**src/rtl/id_ex_stage.sv**
```systemverilog
// rtl/id_ex_stage.sv - ID/EX pipeline register with operand forwarding and load-use stall
module id_ex_stage #(
   parameter int DATA_W = 32,
   parameter int CTRL_W = 8,
   parameter int CNT_W  = 16
) (
   input  logic              clk_i,
   input  logic              rst_i,
   input  logic              IdValid_i,
   input  logic [4:0]        IdRs_i,
   input  logic [4:0]        IdRt_i,
   input  logic [4:0]        IdRd_i,
   input  logic              UsesRs_i,
   input  logic              UsesRt_i,
   input  logic [DATA_W-1:0] RsData_i,
   input  logic [DATA_W-1:0] RtData_i,
   input  logic [DATA_W-1:0] Imm_i,
   input  logic [CTRL_W-1:0] Ctrl_i,
   input  logic [2:0]        ForwardRs_i,
   input  logic [2:0]        ForwardRt_i,
   input  logic [DATA_W-1:0] ExResult_i,
   input  logic [DATA_W-1:0] MemResult_i,
   input  logic              ExMemRead_i,
   input  logic [4:0]        ExRegisterRd_i,
   input  logic              Hold_i,
   input  logic              Flush_i,
   output logic              Stall_o,
   output logic              ExValid_o,
   output logic [4:0]        ExRs_o,
   output logic [4:0]        ExRt_o,
   output logic [4:0]        ExRd_o,
   output logic [DATA_W-1:0] ExRsData_o,
   output logic [DATA_W-1:0] ExRtData_o,
   output logic [DATA_W-1:0] ExImm_o,
   output logic [CTRL_W-1:0] ExCtrl_o,
   output logic [CNT_W-1:0]  BubbleCnt_o
);

   logic              ex_valid_q,   ex_valid_d;
   logic [4:0]        ex_rs_q,      ex_rs_d;
   logic [4:0]        ex_rt_q,      ex_rt_d;
   logic [4:0]        ex_rd_q,      ex_rd_d;
   logic [DATA_W-1:0] ex_rs_data_q, ex_rs_data_d;
   logic [DATA_W-1:0] ex_rt_data_q, ex_rt_data_d;
   logic [DATA_W-1:0] ex_imm_q,     ex_imm_d;
   logic [CTRL_W-1:0] ex_ctrl_q,    ex_ctrl_d;
   logic [CNT_W-1:0]  bubble_cnt_q, bubble_cnt_d;
   logic              flush_pend_q, flush_pend_d;

   logic [DATA_W-1:0] rs_mux;
   logic [DATA_W-1:0] rt_mux;
   logic              flush_eff;
   logic              load_use;
   logic              rs_hit;
   logic              rt_hit;

   // Operand forwarding muxes: EX result beats MEM result beats register file; bit 2 is don't-care.
   always_comb begin
      rs_mux = RsData_i;
      if (ForwardRs_i[1]) begin
         rs_mux = ExResult_i;
      end else if (ForwardRs_i[0]) begin
         rs_mux = MemResult_i;
      end
      rt_mux = RtData_i;
      if (ForwardRt_i[1]) begin
         rt_mux = ExResult_i;
      end else if (ForwardRt_i[0]) begin
         rt_mux = MemResult_i;
      end
   end

   // Load-use detection against the load currently in EX; r0 is never a real dependency.
   always_comb begin
      flush_eff = Flush_i | flush_pend_q;
      rs_hit    = UsesRs_i & (ExRegisterRd_i == IdRs_i);
      rt_hit    = UsesRt_i & (ExRegisterRd_i == IdRt_i);
      load_use  = IdValid_i & ex_valid_q & ExMemRead_i & (ExRegisterRd_i != 5'd0) & (rs_hit | rt_hit);
      Stall_o   = load_use & ~flush_eff & ~Hold_i & ~rst_i;
   end

   // Next-state selection: hold, then flush bubble, then load-use bubble, then normal latch.
   always_comb begin
      ex_valid_d   = ex_valid_q;
      ex_rs_d      = ex_rs_q;
      ex_rt_d      = ex_rt_q;
      ex_rd_d      = ex_rd_q;
      ex_rs_data_d = ex_rs_data_q;
      ex_rt_data_d = ex_rt_data_q;
      ex_imm_d     = ex_imm_q;
      ex_ctrl_d    = ex_ctrl_q;
      bubble_cnt_d = bubble_cnt_q;
      flush_pend_d = flush_pend_q;

      if (Hold_i) begin
         // A flush seen while frozen must not be lost; it is applied once the hold lifts.
         flush_pend_d = flush_pend_q | Flush_i;
      end else if (flush_eff || load_use) begin
         ex_valid_d   = 1'b0;
         ex_rs_d      = '0;
         ex_rt_d      = '0;
         ex_rd_d      = '0;
         ex_rs_data_d = '0;
         ex_rt_data_d = '0;
         ex_imm_d     = '0;
         ex_ctrl_d    = '0;
         if (flush_eff) begin
            flush_pend_d = 1'b0;
         end else if (bubble_cnt_q != {CNT_W{1'b1}}) begin
            bubble_cnt_d = bubble_cnt_q + {{(CNT_W-1){1'b0}}, 1'b1};
         end
      end else begin
         ex_valid_d   = IdValid_i;
         ex_rs_d      = IdRs_i;
         ex_rt_d      = IdRt_i;
         ex_rd_d      = IdRd_i;
         ex_rs_data_d = rs_mux;
         ex_rt_data_d = rt_mux;
         ex_imm_d     = Imm_i;
         ex_ctrl_d    = Ctrl_i;
      end
   end

   // Pipeline register bank with asynchronous clear.
   always_ff @(posedge clk_i or posedge rst_i) begin
      if (rst_i) begin
         ex_valid_q   <= 1'b0;
         ex_rs_q      <= '0;
         ex_rt_q      <= '0;
         ex_rd_q      <= '0;
         ex_rs_data_q <= '0;
         ex_rt_data_q <= '0;
         ex_imm_q     <= '0;
         ex_ctrl_q    <= '0;
         bubble_cnt_q <= '0;
         flush_pend_q <= 1'b0;
      end else begin
         ex_valid_q   <= ex_valid_d;
         ex_rs_q      <= ex_rs_d;
         ex_rt_q      <= ex_rt_d;
         ex_rd_q      <= ex_rd_d;
         ex_rs_data_q <= ex_rs_data_d;
         ex_rt_data_q <= ex_rt_data_d;
         ex_imm_q     <= ex_imm_d;
         ex_ctrl_q    <= ex_ctrl_d;
         bubble_cnt_q <= bubble_cnt_d;
         flush_pend_q <= flush_pend_d;
      end
   end

   assign ExValid_o   = ex_valid_q;
   assign ExRs_o      = ex_rs_q;
   assign ExRt_o      = ex_rt_q;
   assign ExRd_o      = ex_rd_q;
   assign ExRsData_o  = ex_rs_data_q;
   assign ExRtData_o  = ex_rt_data_q;
   assign ExImm_o     = ex_imm_q;
   assign ExCtrl_o    = ex_ctrl_q;
   assign BubbleCnt_o = bubble_cnt_q;

endmodule

```
**config.mk**
```make
export PLATFORM = sky130hd
export DESIGN_NAME = id_ex_stage
export DESIGN_NICKNAME = d
export VERILOG_FILES = /design/src/rtl/id_ex_stage.sv
export SDC_FILE = /design/constraint.sdc
export NUM_CORES = 1
export LEC_CHECK = 0
export ABC_AREA = 1
export CAP_MARGIN = 20
export CORE_MARGIN = 1
export CORE_UTILIZATION = 40
export DETAILED_ROUTE_END_ITERATION = 8
export GPL_TIMING_DRIVEN = 0
export PLACE_DENSITY = 0.79
export SYNTH_ARGS = -nofsm -noshare
export SYNTH_HDL_FRONTEND = slang
export SYNTH_SLANG_ARGS = --single-unit
```
**constraint.sdc**
```tcl
create_clock -name clk_i -period 9.4 [get_ports clk_i]
set_clock_uncertainty 0.15 [all_clocks]
set_input_delay 0.94 -clock clk_i [delete_from_list [all_inputs] [get_ports clk_i]]
set_output_delay 0.94 -clock clk_i [all_outputs]
set_load 0.02 [all_outputs]
```
# Word level (Yosys, flattened, before mapping)
# Cells that the tools add are included.
# totals
reg_bits,137
word_cells,49
# op_classes
add_sub_neg,1
eq_ne,3
muxes,15
n_bitwise,14
n_reduce_logical,6
# op_table
op,count
$mux 32,7
$add 16x1->16 const B,1
$ne 16x16->1 const B,1
$mux 5,3
$eq 5x5->1,2
$and 1x1->1,9
$mux 8,1
$reduce_bool 5->1,1
$mux 1,4
$reduce_and 4->1,1
$reduce_bool 2->1,2
$not 1->1,3
$or 1x1->1,2
$reduce_and 2->1,1
$logic_or 1x1->1,1

# Logic depth before layout (Yosys ltp)
# logic_depth
word_depth,7
mapped_depth,11

# Worst setup path before layout
# OpenSTA, ideal clock, no wires.
# synth_path
path_kind,input-to-output
startpoint,input port IdRs_i[0]
endpoint,output port Stall_o
t_arrival_ps,1711
slack_ps,6599
path_stages,8
path_buffers,0
cell_sequence,inv_1 > nand2_1 > nand2_1 > nor2_1 > nand3_1 > nand2_2 > nand3_2 > nor2_1
# synth_via
elab_chain_cells,7
# synth_lines
item,line_no,text
start: declaration,10,"input logic [4:0] IdRs_i,"
$eq 5x5->1,76,rs_hit = UsesRs_i & (ExRegisterRd_i == IdRs_i);
$and 1x1->1,76,
$or 1x1->1,78,load_use = IdValid_i & ex_valid_q & ExMemRead_i & (ExRegisterRd_i != 5'd0) & (rs_hit | rt_hit);
$and 1x1->1,78,
$and 1x1->1 (3 in a row),79,Stall_o = load_use & ~flush_eff & ~Hold_i & ~rst_i;
end: declaration,27,"output logic Stall_o,"
# No other way between the ends.

# Worst setup path in the final report
# layout_path
startpoint,input port ExRegisterRd_i[4]
endpoint,output port Stall_o
# layout_via
elab_chain_cells,7
elab_cells_between_ends,11
# layout_lines
item,line_no,text
start: declaration,24,"input logic [4:0] ExRegisterRd_i,"
$eq 5x5->1 (on tied branches),"76, 77",
$and 1x1->1 (on tied branches),"76, 77",
$or 1x1->1,78,
$and 1x1->1 *,78,
$and 1x1->1 * (3 in a row),79,
# Every way passes the cells marked *; elsewhere a longest branch is shown, timed or not.

==> results_dict.tcl <==
set metrics [dict create \
    layout-drive-gt1-share_pct 5.50 \
    fin_crit_sh_pct 41.5 \
    antenna_found_initial 2 \
    ioPinCount 339 \
    cts_setup_buffers 0 \
    yosysTopAreaCell "dfrtp_1" \
    cts.path.max_buffers 2 \
    clockRootBuffer "clkbuf_16" \
    grt_max_degree 85 \
    cellLeakagePower_nw 5.20 \
    clock.fmax_mhz 256 \
    finalCoreUtilization_pct 65.5 \
    grt_overflow 0 \
    drt_iter0_markers 347 \
    fp-row-count 48 \
    rsz0062_at_grt "false" \
    ant_nets 0 \
    slew_violations 0 \
    synthesis.area_um2 7120 \
    synth.area.top_cells "dfrtp_1 48%, nand2_1 17%, mux2i_1 9.0%" \
    die_w_um 135 \
    reg2reg_to "BubbleCnt_o[6]$_DFFE_PP0P_" \
    required_ns 8.31 \
    avgSynthCellArea_um2 8.34 \
    via_per_inst 5.05 \
    vias 7296 \
    cap_violations 0 \
    critical_path_class "in2out" \
    worstSkewPairLatency_ns 0.41 \
    tns_ns 0 \
    arrival_ns 2.81 \
    critical_path.cell_chain "clkdlybuf4s50_1, inv_2, nand2_1, nand2_1, nor2_1, nand3_1, nand2_2, nand3_2, nor2_1, clkdlybuf4s50_1" \
    hp-class "reg2reg" \
    final_cells 1446 \
    setup_ws_ns 5.50 \
    power_frac_seq_pct 38.0 \
    syn_inst 854 \
    p_clk_share_pct 40.0 \
    nNetsFinal 1409 \
    ys_ff_latch 137 \
    hold_viol 0 \
    crit_buf_inv 3 \
    r2r_setup_slack_ns 7.43 \
    hold_start "ExCtrl_o[0]$_DFFE_PP0N_" \
    async_reset_ff_share_pct 100 \
    drc 0 \
    grt_pass1_wl_um 39100 \
    hold_depth 2 \
    ir_drop_mv 0.140 \
    cts_resized 0 \
    dp_hpwl_um 19500 \
    p_per_area_nw_per_um2 150 \
    ys_seq_area_share_pct 48.1 \
    synth_cell_type_count 28 \
    power.share.switching_pct 28.4 \
    route.detailed.wl_per_inst_um 17.6 \
    reg2reg_from "BubbleCnt_o[0]$_DFFE_PP0P_" \
    place_inst 1412 \
    htreeDepth 4 \
    synth-edff-count 0 \
    cts.sinks 137 \
    die_h_um 135 \
    clkTransAtPathRegs_ns 0.06 \
    p_sw_mw 0.485 \
    post-place-ws_ns 5.48 \
    ys_warn_count 0 \
    intPower_mw 1.22 \
    synth_common_cells "321 x nand2_1, 137 x dfrtp_1, 64 x mux2i_1, 64 x o21a_1, 60 x o21ai_1" \
    start_util_pct 41.0 \
    dr.pass1.iters 5 \
    grtUsageTotal_pct 28.2 \
    dieArea_um2 18300 \
    critPathLaunchType "input port" \
    cts_hold_buffers 0 \
    outcome "completed" \
    drt-total-wl_um 25500 \
    yosysMostFrequentCell "nand2_1" \
    cp-end-kind "output pin" \
    crit_path_max_fanout 4 \
    cp_top_family "buffers and inverters" \
    slowest_delay_ns 0.61 \
    slew_headroom_pct 58.7 \
    syn2layout_area_growth_pct 59.6 \
    ys.flop_type "dfrtp_1" \
    grt_pass1_vias 7262 \
    tightestPinTransition_ns 0.620 \
    core_area_um2 17400 \
    cts_tree "built" \
    portBuffers 332 \
    gp_congestion 0.895 \
    setup_viol 0 \
    worst_r2r_path_depth 8 \
    period_needed_ns 3.90 \
    cts_buffers 17 \
    nFillCells 1439 \
    cp_slowest_cell "clkdlybuf4s50_1" \
    syn_nets 1057 \
    worstHoldEndpoint "ExCtrl_o[0]$_DFFE_PP0N_" \
    yosysTopAreaCellShare_pct 48.1 \
    pwr-share-comb_pct 21.9 \
    finalPower_mw 1.71 \
]
## state kept, by name (all words and copies together), names as in the netlist
name	flops
ExCtrl_o	8
ExRs_o	5
ExImm_o	32
ExRd_o	5
ExRtData_o	32
ExRsData_o	32
ExRt_o	5
BubbleCnt_o	16
ExValid_o	1
flush_pend_q	1
## tightest hold or removal path: stages (launching register included)
cell,delay [ns]
dfrtp_1,0.34
nand2_1,0.05
nand2_1,0.06
## worst max-delay path by stage
stage	start	to	slack, ns	cells after the start
after global placement	rst_i	ExRtData_o[11]$_DFFE_PP0N_	2.59	2
final	ExRegisterRd_i[4]	Stall_o	5.50	10
after CTS	ExRegisterRd_i[4]	Stall_o	5.48	10
after detailed placement	ExRegisterRd_i[4]	Stall_o	5.48	10
after global routing	ExRegisterRd_i[4]	Stall_o	5.31	10
after floorplan	rst_i	BubbleCnt_o[0]$_DFFE_PP0P_	4.64	1
## cell type report
type                            instances  area (um2)  area share [%]
Antenna cell                            2        5.00          0.0440
Buffer                                 55         273            2.40
Clock buffer                           18         439            3.86
Clock inverter                         14         160            1.41
Inverter                               32         125            1.10
Multi-Input combinational cell        630        3300            29.0
Sequential cell                       137        3430            30.2
Tap cell                              225         282            2.48
Timing Repair Buffer                  333        3350            29.5
## power by group through the flow
stage | Clock (mW) | Combinational (mW) | Sequential, mW
after detailed placement | 0 | 0.374 | 0.659
after global routing | 0.722 | 0.402 | 0.653
after global placement | 0 | 0.369 | 0.658
after floorplan | 0 | 0.113 | 0.707
after CTS | 0.693 | 0.377 | 0.649
final | 0.683 | 0.375 | 0.650
## per-stage QoR
stage	cell area, um2	hold slack (ns)
after floorplan	7120	0.297
after global placement	10700	0.306
after detailed placement	10800	0.314
after CTS	11400	0.329
after global routing	11400	0.353
final	11400	0.328
## cells by family (layout without fill, tap and decap cells)
logic type	Yosys count	after routing	synth area share, %
multiplexers	64	64	9.00
buffers and inverters	87	452	5.52
flip-flops	137	137	48.1
AO/OA/AOI/OAI	139	139	12.1
other	0	2	0
adder cells (fa/ha/maj)	1	1	0.176
AND/OR/NAND/NOR	412	412	23.4
XOR/XNOR	14	14	1.72
## cell usage in the layout (no fill, tap or decap), types with 11 or more instances in the layout
cell type and n:
clkbuf_16 17, nand2_1 321, o21a_1 64, mux2i_1 64
xor2_1 11, dfrtp_1 137, o21ai_1 60, clkbuf_1 27
nor2_1 18, inv_1 27, o21ai_0 14, nand3_1 58
buf_2 14, clkdlybuf4s50_1 332
## per-layer routing
| layer | global-route usage (%) | share of wire (%) |
|---|---|---|
| met1 | 33.9 | 40 |
| met4 | 13.7 | 3.8 |
| met5 | 0 | 0 |
| met3 | 8.34 | 8.4 |
| met2 | 46.2 | 48 |
No activity file was read; power rests on OpenSTA's default activity.
